--- src/rtl/seven_seg_pkg.sv ---
// Shared types, segment constants and BCD decode for the 4-digit 7-segment scan driver.
package seven_seg_pkg;

  localparam logic [6:0] SEG_DASH = 7'h40;
  localparam logic [6:0] SEG_OFF  = 7'h00;

  typedef enum logic [1:0] {
    IDLE,
    BLANK,
    DRIVE
  } scan_state_t;

  typedef logic [1:0] digit_idx_t;

  // Active-high {g,f,e,d,c,b,a}; non-decimal codes render as a dash.
  function automatic logic [6:0] decode_digit(input logic [3:0] bcd);
    logic [6:0] pat;
    case (bcd)
      4'd0:    pat = 7'h3F;
      4'd1:    pat = 7'h06;
      4'd2:    pat = 7'h5B;
      4'd3:    pat = 7'h4F;
      4'd4:    pat = 7'h66;
      4'd5:    pat = 7'h6D;
      4'd6:    pat = 7'h7D;
      4'd7:    pat = 7'h07;
      4'd8:    pat = 7'h7F;
      4'd9:    pat = 7'h6F;
      default: pat = SEG_DASH;
    endcase
    return pat;
  endfunction

endpackage

--- src/rtl/seven_seg_scan_driver_tick_divider.sv ---
// Free-running modulo-N counter with synchronous clear and a terminal-count pulse.
module tick_divider #(
  parameter int N = 10,
  localparam int W = (N > 1) ? $clog2(N) : 1
) (
  input  logic         clk,
  input  logic         rst,
  input  logic         clr,
  input  logic         run,
  output logic [W-1:0] cnt,
  output logic         tick
);

  assign tick = run && (cnt == W'(N - 1));

  always_ff @(posedge clk) begin
    if (rst || clr) begin
      cnt <= '0;
    end else if (run) begin
      cnt <= tick ? '0 : cnt + 1'b1;
    end
  end

endmodule

--- src/rtl/seven_seg_scan_driver.sv ---
// Multiplexed 4-digit 7-segment driver: per-frame snapshot, guard interval,
// leading-zero blanking and whole-display flashing. Outputs are registered.
module seven_seg_scan_driver
  import seven_seg_pkg::*;
#(
  parameter int CLK_FREQ   = 50_000_000,
  parameter int SCAN_HZ    = 250,
  parameter int GUARD_CYC  = 16,
  parameter int BLINK_HZ   = 2,
  parameter int ACTIVE_LOW = 1
) (
  input  logic       clk,
  input  logic       rst,
  input  logic       en,
  input  logic [3:0] digit3,
  input  logic [3:0] digit2,
  input  logic [3:0] digit1,
  input  logic [3:0] digit0,
  input  logic [3:0] dp_mask,
  input  logic       blank_lead,
  input  logic       flash,
  output logic [6:0] seg,
  output logic       dp,
  output logic [3:0] an,
  output logic       frame_tick
);

  localparam int   DIGIT_CYC = CLK_FREQ / (SCAN_HZ * 4);
  localparam int   HALF_CYC  = CLK_FREQ / (2 * BLINK_HZ);
  localparam int   SLOT_W    = (DIGIT_CYC > 1) ? $clog2(DIGIT_CYC) : 1;
  localparam int   BLINK_W   = (HALF_CYC > 1) ? $clog2(HALF_CYC) : 1;
  localparam logic INV       = (ACTIVE_LOW != 0);

  generate
    if (!(DIGIT_CYC > GUARD_CYC && GUARD_CYC >= 1)) begin : g_bad_params
      $error("seven_seg_scan_driver: need DIGIT_CYC > GUARD_CYC >= 1");
    end
  endgenerate

  scan_state_t      state, state_next;
  digit_idx_t       idx, idx_next;
  logic [3:0][3:0]  snap_dig, nxt_dig;
  logic [3:0]       snap_mask, nxt_mask;
  logic             snap_blank, nxt_blank;
  logic             load;

  logic [SLOT_W-1:0]  slot_cnt;
  logic               slot_tick;
  logic [BLINK_W-1:0] blink_cnt_unused;
  logic               blink_tick;
  logic               blink_on;

  logic [6:0] seg_next;
  logic       dp_next;
  logic [3:0] an_next;
  logic       blanked;
  logic       lit;

  // Slot timer restarts with every new frame out of IDLE; it wraps exactly at the slot end.
  tick_divider #(.N(DIGIT_CYC)) u_slot (
    .clk  (clk),
    .rst  (rst),
    .clr  ((state == IDLE) || !en),
    .run  (1'b1),
    .cnt  (slot_cnt),
    .tick (slot_tick)
  );

  tick_divider #(.N(HALF_CYC)) u_blink (
    .clk  (clk),
    .rst  (rst),
    .clr  (!flash || !en),
    .run  (1'b1),
    .cnt  (blink_cnt_unused),
    .tick (blink_tick)
  );

  always_ff @(posedge clk) begin
    if (rst || !flash || !en) begin
      blink_on <= 1'b0;
    end else if (blink_tick) begin
      blink_on <= !blink_on;
    end
  end

  always_comb begin
    state_next = state;
    idx_next   = idx;
    load       = 1'b0;
    if (rst || !en) begin
      state_next = IDLE;
      idx_next   = '0;
    end else begin
      case (state)
        IDLE: begin
          state_next = BLANK;
          idx_next   = '0;
          load       = 1'b1;
        end
        BLANK: begin
          if (slot_cnt == SLOT_W'(GUARD_CYC - 1)) state_next = DRIVE;
        end
        DRIVE: begin
          if (slot_tick) begin
            state_next = BLANK;
            idx_next   = idx + 2'd1;
            load       = (idx == 2'd3);
          end
        end
        default: begin
          state_next = IDLE;
          idx_next   = '0;
        end
      endcase
    end
  end

  assign nxt_dig   = load ? {digit3, digit2, digit1, digit0} : snap_dig;
  assign nxt_mask  = load ? dp_mask : snap_mask;
  assign nxt_blank = load ? blank_lead : snap_blank;

  // Outputs are derived from next-state values so the registered pins line up with the state.
  always_comb begin
    seg_next = SEG_OFF;
    dp_next  = 1'b0;
    an_next  = 4'b0000;
    blanked  = nxt_blank &&
               (((idx_next == 2'd3) && (nxt_dig[3] == 4'd0)) ||
                ((idx_next == 2'd2) && (nxt_dig[3] == 4'd0) && (nxt_dig[2] == 4'd0)));
    lit      = 1'b0;
    if (state_next != IDLE) begin
      seg_next = decode_digit(nxt_dig[idx_next]);
      dp_next  = nxt_mask[idx_next];
      lit      = (state_next == DRIVE) && !blanked && !(flash && !blink_on);
      if (lit) an_next = 4'b0001 << idx_next;
    end
  end

  always_ff @(posedge clk) begin
    if (rst) begin
      state      <= IDLE;
      idx        <= '0;
      snap_dig   <= '0;
      snap_mask  <= '0;
      snap_blank <= 1'b0;
      seg        <= SEG_OFF ^ {7{INV}};
      dp         <= INV;
      an         <= {4{INV}};
      frame_tick <= 1'b0;
    end else begin
      state      <= state_next;
      idx        <= idx_next;
      snap_dig   <= nxt_dig;
      snap_mask  <= nxt_mask;
      snap_blank <= nxt_blank;
      seg        <= seg_next ^ {7{INV}};
      dp         <= dp_next ^ INV;
      an         <= an_next ^ {4{INV}};
      frame_tick <= load;
    end
  end

endmodule

--- config.mk ---
export PLATFORM = sky130hd
export DESIGN_NAME = seven_seg_scan_driver
export DESIGN_NICKNAME = d
export VERILOG_FILES = /design/src/rtl/seven_seg_pkg.sv /design/src/rtl/seven_seg_scan_driver_tick_divider.sv /design/src/rtl/seven_seg_scan_driver.sv
export SDC_FILE = /design/constraint.sdc
export NUM_CORES = 1
export LEC_CHECK = 0
export ABC_AREA = 1
export CELL_PAD_IN_SITES_DETAIL_PLACEMENT = 0
export CELL_PAD_IN_SITES_GLOBAL_PLACEMENT = 2
export CORE_MARGIN = 2
export CORE_UTILIZATION = 33
export CTS_BUF_LIST = sky130_fd_sc_hd__clkbuf_4 sky130_fd_sc_hd__clkbuf_8
export DETAILED_ROUTE_END_ITERATION = 7
export PLACE_DENSITY_LB_ADDON = 0.25
export SYNTH_ARGS = -nofsm -noshare
export SYNTH_HDL_FRONTEND = slang
export SYNTH_HIERARCHICAL = 1
export SYNTH_SLANG_ARGS = --single-unit
export TNS_END_PERCENT = 100
--- constraint.sdc ---
create_clock -name clk -period 3.95 [get_ports clk]
set_input_delay 0.79 -clock clk [delete_from_list [all_inputs] [get_ports clk]]
set_output_delay 0.79 -clock clk [all_outputs]
set_load 0.01 [all_outputs]
Yosys cells after proc, flatten, opt, wreduce, memory -nomap -nowiden
Memories as Yosys holds them, arrays and structs flattened.
Cells that the tools add are included.
Storage, ports and cells
  register bits after elaboration: 79
  memory bits (read-only): 112
  output and inout port bits: 13
  memories: 1
Cells by class
  add/sub/neg operators: 3
  magnitude comparators: 1
  eq/ne operators: 9
  shifts and indexed selects: 1
  multiplexer cells: 21
  bitwise operators: 3
  reductions and logical operators: 26
Memories
  (name not given): depth 16, bits a word 7, read ports 1, clocked after Yosys merged registers in 0, write ports 0, RTL line seven_seg_pkg.sv:18  | case (bcd)
Operator list (count)
  adder 24 x 1 -> 24 bit, second input constant: 1
  == test 24 bit, second input constant: 1
  adder 16 x 1 -> 16 bit, second input constant: 1
  == test 16 bit, second input constant: 1
  == test 16 x 4 -> 1 bit, second input constant: 1
  2-to-1 mux 16 bit: 1
  2-to-1 mux 4 bit: 4
  == test 2 bit, second input constant: 5
  2-to-1 mux 2 bit: 5
  binary-select mux 4 bit (select 2 bit): 1
  logical NOT 4 bit: 2
  logical OR 1 bit: 8
  logical AND 1 bit: 7
  2-to-1 mux 7 bit: 1
  NOT 7 bit: 1
  one-hot mux 2 bit (3 select lines): 1
  logical NOT 1 bit: 5
  2-to-1 mux 1 bit: 5
  NOT 4 bit: 1
  one-hot mux 2 bit (2 select lines): 1
  OR reduction 2 bit: 2
  left shift 1 x 2 -> 4 bit, first input constant: 1
  less-than comparator 2 x 3 -> 1 bit, second input constant: 1
  adder 2 x 1 -> 2 bit, second input constant: 1
  6 further kinds: 6

Longest topological paths before layout
Gate-level depths: netlist of run 1.
  depth in word-level cells: 16
  depth in mapped cells: 23
  depth with buffers taken out: 22

Hierarchy
Netlist of run 1, hierarchy kept.
By module, submodules not included
  seven_seg_scan_driver: times used 1, cells each 295, area each 2119.5 µm², sequential area each 780.7 µm²
  tick_divider (u_blink): times used 1, cells each 232, area each 1426.4 µm², sequential area each 480.5 µm²
  tick_divider (u_slot): times used 1, cells each 126, area each 849.6 µm², sequential area each 320.3 µm²

Worst setup path after synthesis of run 1
Ideal clock, no wire load.
  path type: register to register
  from: register u_slot.cnt[0]
  to: register seg[3]
  data arrival time: 2.737 ns
  path slack: 1.086 ns
  cell stages (with the launch flop): 22
  path through: dfxtp_1 -> ha_1 -> nand2_1 -> inv_1 -> nand4_1 -> nor4_1 -> nand2_2 -> nand2_4 -> nand3_4 -> buf_4 -> nand2_1 -> o21ai_4 -> inv_1 -> nand2_1 -> o21ai_1 -> nor2_1 -> o21ai_1 -> inv_1 -> ha_1 -> nand2_1 -> nand3_1 -> nand3_1
Between the ends
  longest elaborated chain between the ends: 10
Ends and longest elaborated chain
  from (decl): RTL line seven_seg_scan_driver_tick_divider.sv:10  | output logic [W-1:0] cnt,
  from (signal assigned): RTL line seven_seg_scan_driver_tick_divider.sv:20  | cnt <= tick ? '0 : cnt + 1'b1;
  == test 16 bit *: RTL line seven_seg_scan_driver_tick_divider.sv:14  | assign tick = run && (cnt == W'(N - 1));
  via slot_tick: RTL line seven_seg_scan_driver.sv:48  | logic slot_tick;
  2-to-1 mux 1 bit: RTL line seven_seg_scan_driver.sv:104  | if (slot_tick) begin
  one-hot mux 1 bit (2 select lines): RTL line seven_seg_scan_driver.sv:94  | case (state)
  2-to-1 mux 1 bit: RTL line seven_seg_scan_driver.sv:90  | if (rst || !en) begin
  2-to-1 mux 16 bit: RTL line seven_seg_scan_driver.sv:118  | assign nxt_dig = load ? {digit3, digit2, digit1, digit0} : snap_dig;
  binary-select mux 4 bit (select 2 bit): RTL line seven_seg_scan_driver.sv:132  | seg_next = decode_digit(nxt_dig[idx_next]);
  2-to-1 mux 4 bit (implied by the code): RTL line seven_seg_scan_driver.sv:132
  memory (16 x 7 bit)
  2-to-1 mux 7 bit *: RTL line seven_seg_scan_driver.sv:131  | if (state_next != IDLE) begin
  NOT 7 bit (no line) *
  to (signal assigned): RTL line seven_seg_scan_driver.sv:146  | seg <= SEG_OFF ^ {7{INV}};
  to (signal assigned): RTL line seven_seg_scan_driver.sv:156  | seg <= seg_next ^ {7{INV}};
  to (decl): RTL line seven_seg_scan_driver.sv:22  | output logic [6:0] seg,
The timed path passes the listed nets; every way through them passes the cells marked *. The select of a mux whose other input is x is not followed.
A chain may end at the register's enable or synchronous reset.

Worst setup path in the final report of run 1
Ends and elaborated chain as after synthesis.

==> results of run 1 <==
## cells in the mapped netlist
cell	count	area (um2)
xor2_1	5	43.8
o22ai_1	1	6.26
or2_0	1	6.26
inv_1	72	270
nor2_1	109	409
nand2_1	163	612
o21ai_0	10	50.1
ha_1	12	150
nand3_1	67	335
inv_2	8	30.0
nand3_4	2	35.0
a21o_1	1	7.51
dfxtp_1	79	1580
buf_4	1	7.51
nand2_2	23	144
nor2_4	8	90.1
nor3b_1	1	7.51
a21boi_2	1	11.3
o21ai_4	1	16.3
a21oi_1	15	75.1
nand3b_1	1	7.51
nand4_1	6	37.5
nand2_4	2	22.5
o21ai_1	6	30.0
xnor2_1	8	70.1
or2_2	1	6.26
buf_6	4	45.0
nor3_2	1	10.0
nand3_2	2	20.0
nor2_2	15	93.8
o21ai_2	2	17.5
nor4_1	2	12.5
or2_1	2	12.5
clkbuf_1	2	7.51
a21oi_2	1	8.76
conb_1	1	3.75
a31oi_1	1	6.26
nor3_1	12	60.1
mux2i_1	3	30.0
buf_2	1	5.00
## worst max-delay path, cell delays in order, from the launching register on
cell,delay [ns]
dfxtp_1,0.40
ha_1,0.21
nand2_1,0.10
inv_1,0.07
nand4_1,0.08
nor4_1,0.17
buf_4,0.18
nand2_2,0.07
nand2_4,0.14
nand3_4,0.34
nand2_1,0.24
o21ai_4,0.08
inv_1,0.06
nand2_1,0.04
o21ai_1,0.08
nor2_1,0.05
o21ai_1,0.15
inv_1,0.13
ha_1,0.30
nand2_1,0.06
nand3_1,0.07
nand3_1,0.06
## logic make-up (layout without fill, tap and decap cells)
kind of cell	Yosys count	after routing
AOI/OAI and AO/OA	39	39
and+or+nand+nor	418	418
DFF	79	79
muxes	3	3
adders and majority gates	12	12
other	1	7
buffers and inverters	88	135
xor gates and xnor gates	13	13
## final timing paths
check	start	cells after the start	slack, ns	end
max	u_slot/cnt[0]$_SDFFE_PP0P_	21	0.73	seg[3]$_SDFF_PP1_
min reg2reg	snap_dig[6]$_SDFF_PP0_	2	0.47	snap_dig[6]$_SDFF_PP0_
max reg2reg	u_slot/cnt[0]$_SDFFE_PP0P_	21	0.73	seg[3]$_SDFF_PP1_
min	snap_dig[6]$_SDFF_PP0_	2	0.47	snap_dig[6]$_SDFF_PP0_
## layout make-up
cell class,count,area share [%]
Tap cell,176,4.28
Clock inverter,5,0.633
Sequential cell,79,30.8
Clock buffer,11,2.94
Timing Repair Buffer,39,7.49
Inverter,80,5.84
Multi-Input combinational cell,492,48.1
## stage by stage
step	util, %	hold WS (ns)	instance area (um2)	cells	power [W]
final	39.1	0.470	5140	882	0.00155
after global routing	39.1	0.477	5140	882	0.00164
after CTS	39.1	0.472	5140	882	0.00158
after detailed placement	37.7	0.459	4960	866	0.000999
after global placement	37.7	0.454	4960	866	0.000998
after floorplan	-	0.438	4420	659	0.000938
## routing by layer
| layer | wire [um] | part of all wire, % | global-route usage, % | up-vias |
|---|---|---|---|---|
| met5 | 0 | 0 | 0 | - |
| met4 | 216 | 2.0 | 7.06 | 0 |
| met3 | 370 | 3.4 | 3.11 | 15 |
| met2 | 4840 | 45 | 26.0 | 58 |
| met1 | 5340 | 50 | 21.2 | 1793 |
| li1 | - | - | - | 2128 |
## registers in the layout, summed over array words and instances, names as in the netlist
register	flops
u_blink/cnt	24
blink_on	1
an	4
seg	7
idx	2
snap_blank	1
snap_dig	16
state	2
dp	1
u_slot/cnt	16
frame_tick	1
snap_mask	4
## power breakdown
part / leakage, nW / switching [W] / internal, W / total (W)
Clock: 0.0873 / 0.000307 / 0.000260 / 0.000567
Combinational: 1.35 / 0.0000919 / 0.0000681 / 0.000160
Sequential: 0.641 / 0.00000549 / 0.000813 / 0.000819
Total: 2.08 / 0.000405 / 0.00114 / 0.00155
==> flow_metrics.tcl, run 1 <==
set metrics [dict create \
    p_per_area_nw_per_um2 301 \
    core_um2 13100 \
    grt_pass1_wl_um 18400 \
    multi_input_area_um2 2470 \
    finalCritPeriodShare_pct 81.5 \
    cts_sinks 79 \
    setup_viol 0 \
    grt_overflow 0 \
    max-cap-violations 0 \
    relSlewSlack_pct 51.3 \
    worst_slew_pin_slew_ns 0.731 \
    clk_latency_ns 0.37 \
    grt_pass1_vias 3848 \
    ff_latch_area_um2 1580 \
    hpwl_um 8250 \
    synth-compound-area-share_pct 5.21 \
    layout_commonest_cell "nand2_1" \
    wl_per_cell_um 12.2 \
    ys_ff_latch 79 \
    fin_ws_ns 0.731 \
    antenna_found_initial 0 \
    grt_max_degree 27 \
    pin_count 38 \
    num-nets-final 738 \
    syn2layout_area_growth_pct 17.0 \
    worst_setup_path_start_kind "register" \
    synth_cells 653 \
    critPathMaxFanout 26 \
    synth_top_family_by_area "simple AND/OR/NAND/NOR gates" \
    synth-simple-area-share_pct 43.7 \
    crit_type "register to register" \
    ctsLongestPathBuffers 2 \
    synth_area_um2 4400 \
    viasPerCell 4.53 \
    crit_required_ns 4.20 \
    die_area_um2 14300 \
    gp_congestion 0.847 \
    finalHoldViolCount 0 \
    seq_area_frac_synth_pct 36.0 \
    first_pass_iters 4 \
    min_path_type "register to register" \
    ctsHoldBuffers 0 \
    n_fill_cell 1418 \
    die_h_um 119 \
    portBuffers 37 \
    maxSlewViolCount 0 \
    final_cell_mix "nand2_1, nor2_1, dfxtp_1, inv_1, nand3_1" \
    period_needed_ns 3.22 \
    cts_root_buffer "clkbuf_8" \
    p_leak_nw 2.08 \
    rsz0062_at_grt "no" \
    clk_pin_slew_ns 0.08 \
    die_w_um 119 \
    start_util_pct 33.5 \
    cts_setup_buffers 0 \
    vias 3994 \
    synth_xor_area_share_pct 2.59 \
    yosys-mux-area-fraction_pct 0.683 \
    drcViolationCount 0 \
    ctsResizeCount 0 \
    pre_cts_ws_ns 0.574 \
    rows 42 \
    avgSynthCellArea_um2 6.73 \
    ys_warn_count 6 \
    drt_iter0_markers 232 \
    synth-adder-area-share_pct 3.42 \
    finalClockSkew_ns 0.00430 \
    clock.fmax_ghz 0.311 \
    cts-buffers-inserted 9 \
    ant_nets 0 \
    status "complete, no violations" \
    cp.arrival_ns 3.47 \
    worst_setup_path_end_kind "register" \
    synth_cell_type_count 40 \
    wl_um 10800 \
    cts_tree "done" \
    diodes 0 \
    htreeDepth 3 \
    grt_usage_pct 16.2 \
    fin_setup_tns_ns 0 \
    drive_gt1_share_pct 12.0 \
    ir_drop_mv 0.0988 \
]
Note: power is estimated with default switching activity, not from simulation.
==> inputs of run 2 (changes only) <==
==> constraint.sdc (replaced) <==
create_clock -name clk -period 3 [get_ports clk]
set_input_delay 0.6 -clock clk [delete_from_list [all_inputs] [get_ports clk]]
set_output_delay 0.6 -clock clk [all_outputs]
set_load 0.01 [all_outputs]
==> flow_metrics.tcl, run 2 (same netlist as run 1, synthesis figures left out) <==
set metrics [dict create \
    worst_setup_path_start_kind "register" \
    min_path_type "register to register" \
    worst_slew_pin_slew_ns 0.577 \
    top_register "u_blink/cnt" \
    die_area_um2 14300 \
    largest_register_ffs 24 \
    gr-usage-met3_pct 3.74 \
    pin_count 38 \
    worst_setup_path_end_kind "register" \
    ant_nets 0 \
    clk_latency_ns 0.38 \
    grt_use_met2_pct 27.2 \
    critPathMaxFanout 7 \
    fin_setup_tns_ns 0 \
    core_um2 13100 \
    hpwl_um 8450 \
    drcViolationCount 0 \
    fin_area_um2 5380 \
    finalCritPeriodShare_pct 91.3 \
    grt_usage_pct 16.7 \
    cts_sinks 79 \
    portBuffers 37 \
    hold_slack_ns 0.466 \
    grt_pass1_vias 3931 \
    syn2layout_area_growth_pct 22.4 \
    htreeDepth 3 \
    ir_drop_mv 0.169 \
    max-cap-violations 0 \
    diodes 0 \
    gp_congestion 0.804 \
    antenna_found_initial 0 \
    crit_required_ns 3.26 \
    die_w_um 119 \
    viasPerCell 4.47 \
    vias 4041 \
    cts_root_buffer "clkbuf_8" \
    finalClockSkew_ns 0.00895 \
    period_needed_ns 2.74 \
    p_per_area_nw_per_um2 399 \
    finalHoldViolCount 0 \
    place_area_um2 5060 \
    crit_path_start "u_slot/cnt[1]$_SDFFE_PP0P_" \
    finalPower_w 0.00215 \
    grt_use_met1_pct 21.5 \
    final_cell_mix "nand2_1, nor2_1, dfxtp_1, inv_1, nand3_1" \
    wl_um 11200 \
    top_usage_layer "met2" \
    drive_gt1_share_pct 16.2 \
    setup_viol 0 \
    clk_pin_slew_ns 0.09 \
    start_util_pct 33.5 \
    grt_pass1_wl_um 18800 \
    ctsHoldBuffers 0 \
    maxSlewViolCount 0 \
    p_leak_nw 2.22 \
    rows 42 \
    num-nets-final 760 \
    r2r_slack_ns 0.26 \
    cts-buffers-inserted 9 \
    cts_tree "done" \
    crit_type "register to register" \
    drt_iter0_markers 249 \
    relSlewSlack_pct 61.3 \
    hold_path_startpoint "snap_dig[1]$_SDFF_PP0_" \
    wl_per_cell_um 12.4 \
    first_pass_iters 4 \
    grt_max_degree 23 \
    ctsLongestPathBuffers 2 \
    cp.arrival_ns 3.00 \
    layout_commonest_cell "nand2_1" \
    status "complete, no violations" \
    r2r_start "u_slot/cnt[1]$_SDFFE_PP0P_" \
    die_h_um 119 \
    clock.fmax_ghz 0.365 \
    grt_overflow 0 \
    top_regs "u_blink/cnt (24), snap_dig (16), u_slot/cnt (16)" \
]
## run 2: changes by cell type in the layout (fill, tap and decap cells not counted), sizes merged
cell / before / now
bufinv: 0 / 1
clkbuf: 11 / 10
buf: 2 / 24
inv: 80 / 81
clkinvlp: 3 / 2
## run 2: final cells by class
| class | count | area, um2 |
|---|---|---|
| repair buffers | 61 | 562 |
| multi-input cells | 492 | 2510 |
| clock buffers | 10 | 131 |
| flip-flops and latches | 79 | 1580 |
| well taps | 176 | 220 |
| inverters | 80 | 300 |
| clock inverters | 6 | 70.1 |
| fillers | 1438 | 7760 |
## run 2: per-layer routing
metal,vias up,wire (um)
met4,0,192
met3,14,337
li1,2169,-
met5,-,0
met2,45,5190
met1,1813,5500
## run 2: worst paths after layout
kind,to,cells past startpoint
worst max-delay path,seg[3]$_SDFF_PP1_,21
worst min register to register,snap_dig[1]$_SDFF_PP0_,2
worst min-delay path,snap_dig[1]$_SDFF_PP0_,2
worst max register to register,seg[3]$_SDFF_PP1_,21
## run 2: timing repair
| action | 4_1_cts | 5_1_grt |
|---|---|---|
| buffers inserted | 0 | 9 |
| endpoints found under the setup margin | 0 | 7 |
| gates resized for setup | 0 | 16 |
## run 2: worst max-delay path, cell delays in order (launching register included)
cell	delay [ns]
dfxtp_2	0.38
ha_4	0.15
nand2_2	0.07
inv_1	0.06
nand4_1	0.10
nor4_2	0.26
buf_4	0.17
inv_1	0.04
nand2_1	0.07
nand2_1	0.10
nand2_2	0.08
nand2_1	0.08
nand2_4	0.11
buf_4	0.11
buf_4	0.14
nand3_1	0.08
nand2_1	0.11
nor2_4	0.06
ha_1	0.27
nand2_1	0.06
nand3_1	0.07
nand3_1	0.06
## run 2: per-stage QoR
step / cells / util (%) / setup WS, ns
6_report: 904 / 41.0 / 0.261
3_3_place_gp: 879 / 38.5 / 0.131
3_5_place_dp: 879 / 38.5 / 0.0891
2_1_floorplan: 659 / - / 0.136
5_1_grt: 904 / 41.0 / -0.0279
4_1_cts: 895 / 40.0 / 0.0756
## run 2: where the power goes
group	internal, W	leakage [nW]	switching [W]	total [W]
registers	0.00107	0.642	0.00000729	0.00108
clock network	0.000399	0.0978	0.000444	0.000843
logic	0.000101	1.48	0.000127	0.000228
total	0.00157	2.22	0.000578	0.00215
==> inputs of run 3 (changes only) <==
--- a/config.mk
+++ b/config.mk
@@ -5,11 +5,9 @@
 export SDC_FILE = /design/constraint.sdc
 export NUM_CORES = 1
 export LEC_CHECK = 0
-export ABC_AREA = 1
 export CELL_PAD_IN_SITES_DETAIL_PLACEMENT = 0
 export CELL_PAD_IN_SITES_GLOBAL_PLACEMENT = 2
-export CORE_MARGIN = 2
-export CORE_UTILIZATION = 33
+export CORE_UTILIZATION = 37
 export CTS_BUF_LIST = sky130_fd_sc_hd__clkbuf_4 sky130_fd_sc_hd__clkbuf_8
 export DETAILED_ROUTE_END_ITERATION = 7
 export PLACE_DENSITY_LB_ADDON = 0.25
==> flow_metrics.tcl, run 3 <==
set metrics [dict create \
    p_sw_w 0.000522 \
    htreeDepth 3 \
    fin_ws_ns 0.0513 \
    relSlewSlack_pct 64.0 \
    cts_root_buffer "clkbuf_8" \
    largest_register_ffs 24 \
    finalClockSkew_ns 0.0142 \
    vias 3401 \
    intPower_w 0.00172 \
    yosysMostFrequentCell "dfxtp_1" \
    combPwrFrac_pct 10.3 \
    synth_edf_count 0 \
    start_util_pct 38.7 \
    drive_gt1_share_pct 24.3 \
    final_cell_mix "dfxtp_1, buf_4, nor2_1, clkdlybuf4s50_1, nand2_1" \
    syn2layout_area_growth_pct 32.9 \
    first_pass_iters 4 \
    rows 37 \
    min_path_type "register to register" \
    synth_common_cells "dfxtp_1, nor2_1, nand2_1" \
    drt_iter0_markers 110 \
    fin_area_um2 5370 \
    worst_setup_path_start_kind "register" \
    synthArstFlopShare_pct 0 \
    ant_nets 0 \
    clock.fmax_ghz 0.339 \
    rsz0062_at_grt "yes" \
    yosysTopAreaCellShare_pct 39.1 \
    p_clk_share_pct 41.6 \
    grt_pass1_wl_um 15100 \
    switching_share_pct 23.3 \
    synth_ff_type "dfxtp_1" \
    core_um2 10500 \
    synth_area_um2 4040 \
    finalCritPeriodShare_pct 98.3 \
    ys_ff_latch 79 \
    synth_cells 430 \
    grt_overflow 0 \
    yosys-top-cells-area "dfxtp_1, mux2i_1, nor2_1" \
    ir_drop_mv 0.267 \
    power_frac_seq_pct 48.2 \
    die_h_um 107 \
    p_per_area_nw_per_um2 417 \
    top_regs "u_blink/cnt (24), snap_dig (16), u_slot/cnt (16)" \
    diodes 0 \
    max-cap-violations 0 \
    cts_sinks 79 \
    layout_commonest_cell "dfxtp_1" \
    crit_type "register to register" \
    maxSlewViolCount 0 \
    cts-buffers-inserted 9 \
    cp.arrival_ns 3.19 \
    grt_pass1_vias 3259 \
    die_area_um2 11400 \
    seq_area_frac_synth_pct 39.1 \
    portBuffers 37 \
    wl_um 9170 \
    top_register "u_blink/cnt" \
    status "complete, no violations" \
    grt_usage_pct 16.7 \
    clk_pin_slew_ns 0.09 \
    wl_per_cell_um 13.8 \
    grt_max_degree 23 \
    ctsHoldBuffers 0 \
    finalHoldViolCount 0 \
    gp_congestion 0.824 \
    crit_required_ns 3.24 \
    place_area_um2 4880 \
    num-nets-final 559 \
    pre_cts_ws_ns -0.226 \
    placed_cells 639 \
    synth_cell_type_count 71 \
    viasPerCell 5.13 \
    instances_no_fill 663 \
    p_leak_nw 2.07 \
    ctsLongestPathBuffers 2 \
    antenna_found_initial 0 \
    critPathMaxFanout 4 \
    final_util_pct 51.4 \
    ys_warn_count 6 \
    synth_top_area_cell "dfxtp_1" \
    worst_slew_pin_slew_ns 0.536 \
    clk_latency_ns 0.35 \
    drcViolationCount 0 \
    cts_tree "done" \
    pin_count 38 \
    worst_setup_path_end_kind "register" \
    setup_viol 0 \
    die_w_um 107 \
    hpwl_um 6720 \
    period_needed_ns 2.95 \
    avgSynthCellArea_um2 9.40 \
]
run 3: cell count changes after synthesis, sizes merged, moves of 7 or more:
| cell | before | now |
|---|---|---|
| xor2 | 5 | 13 |
| nor2 | 132 | 46 |
| nand4 | 6 | 15 |
| a21boi | 1 | 9 |
| and3 | 0 | 11 |
| mux2i | 3 | 19 |
| nor3 | 13 | 4 |
| nand3 | 71 | 12 |
| or4 | 0 | 8 |
| nor4 | 2 | 15 |
| or3 | 0 | 8 |
| nand2 | 188 | 31 |
| inv | 80 | 16 |
| and4 | 0 | 7 |
run 3: repair_timing:
| action | CTS | global route |
|---|---|---|
| pin swaps | 5 | 13 |
| gates cloned | 0 | 0 |
| setup endpoints to repair | 7 | 7 |
| resized for setup | 10 | 24 |
| setup buffers | 2 | 6 |
run 3: power groups by stage:
| stage | clock (W) | combinational, W | sequential (W) |
|---|---|---|---|
| floorplan | 0 | 0.000108 | 0.00111 |
| global placement | 0 | 0.000203 | 0.00110 |
| detailed placement | 0 | 0.000205 | 0.00110 |
| CTS | 0.000960 | 0.000210 | 0.00108 |
| global route | 0.00101 | 0.000251 | 0.00108 |
| finish | 0.000932 | 0.000230 | 0.00108 |
run 3: worst max-delay path: stages, from the launching register on:
cell	delay [ns]
dfxtp_2	0.34
nor4b_4	0.30
nand4_1	0.19
inv_2	0.13
mux2_4	0.32
a22oi_4	0.25
buf_12	0.15
nor4_1	0.05
or4_4	0.54
buf_6	0.17
inv_6	0.06
ha_4	0.13
inv_1	0.04
o2bb2ai_1	0.12
nand2_1	0.06
run 3: layout make-up:
class / instances / area (um2)
Fill cell: 999 / 5090
Multi-Input combinational cell: 324 / 2500
Sequential cell: 79 / 1590
Timing Repair Buffer: 91 / 800
Tap cell: 136 / 170
Clock buffer: 12 / 159
Inverter: 17 / 77.6
Clock inverter: 4 / 76.3
run 3: metrics by stage:
stage	power [W]	TNS (ns)	hold WS [ns]
final	0.00224	0	0.460
after global routing	0.00235	-0.329	0.491
after CTS	0.00225	0	0.464
after detailed placement	0.00131	-1.29	0.451
after global placement	0.00131	-0.642	0.445
after floorplan	0.00121	0	0.434
run 3: worst paths after layout:
path	from	cells after the start	slack, ns	end
max	u_slot/cnt[10]$_SDFFE_PP0P_	14	0.05	seg[4]$_SDFF_PP1_
min	snap_blank$_SDFF_PP0_	2	0.46	snap_blank$_SDFF_PP0_
max reg2reg	u_slot/cnt[10]$_SDFFE_PP0P_	14	0.05	seg[4]$_SDFF_PP1_
min reg2reg	snap_blank$_SDFF_PP0_	2	0.46	snap_blank$_SDFF_PP0_
run 3: per-layer routing:
metal | global-route usage, % | wire length [um] | up-vias
met1 | 20.5 | 4260 | 1603
met5 | 0 | 0 | -
met2 | 29.6 | 4540 | 51
met4 | 4.40 | 129 | 0
met3 | 3.43 | 242 | 9
li1 | - | - | 1738
run 3: cells by family after synthesis:
| kind of cell | share of synthesized area (%) |
|---|---|
| AOI/OAI and AO/OA | 13.0 |
| DFF | 39.1 |
| muxes | 6.28 |
| xor gates and xnor gates | 5.63 |
| buffers and inverters | 3.93 |
| other | 0.0927 |
| adders and majority gates | 3.71 |
| and+or+nand+nor | 28.2 |
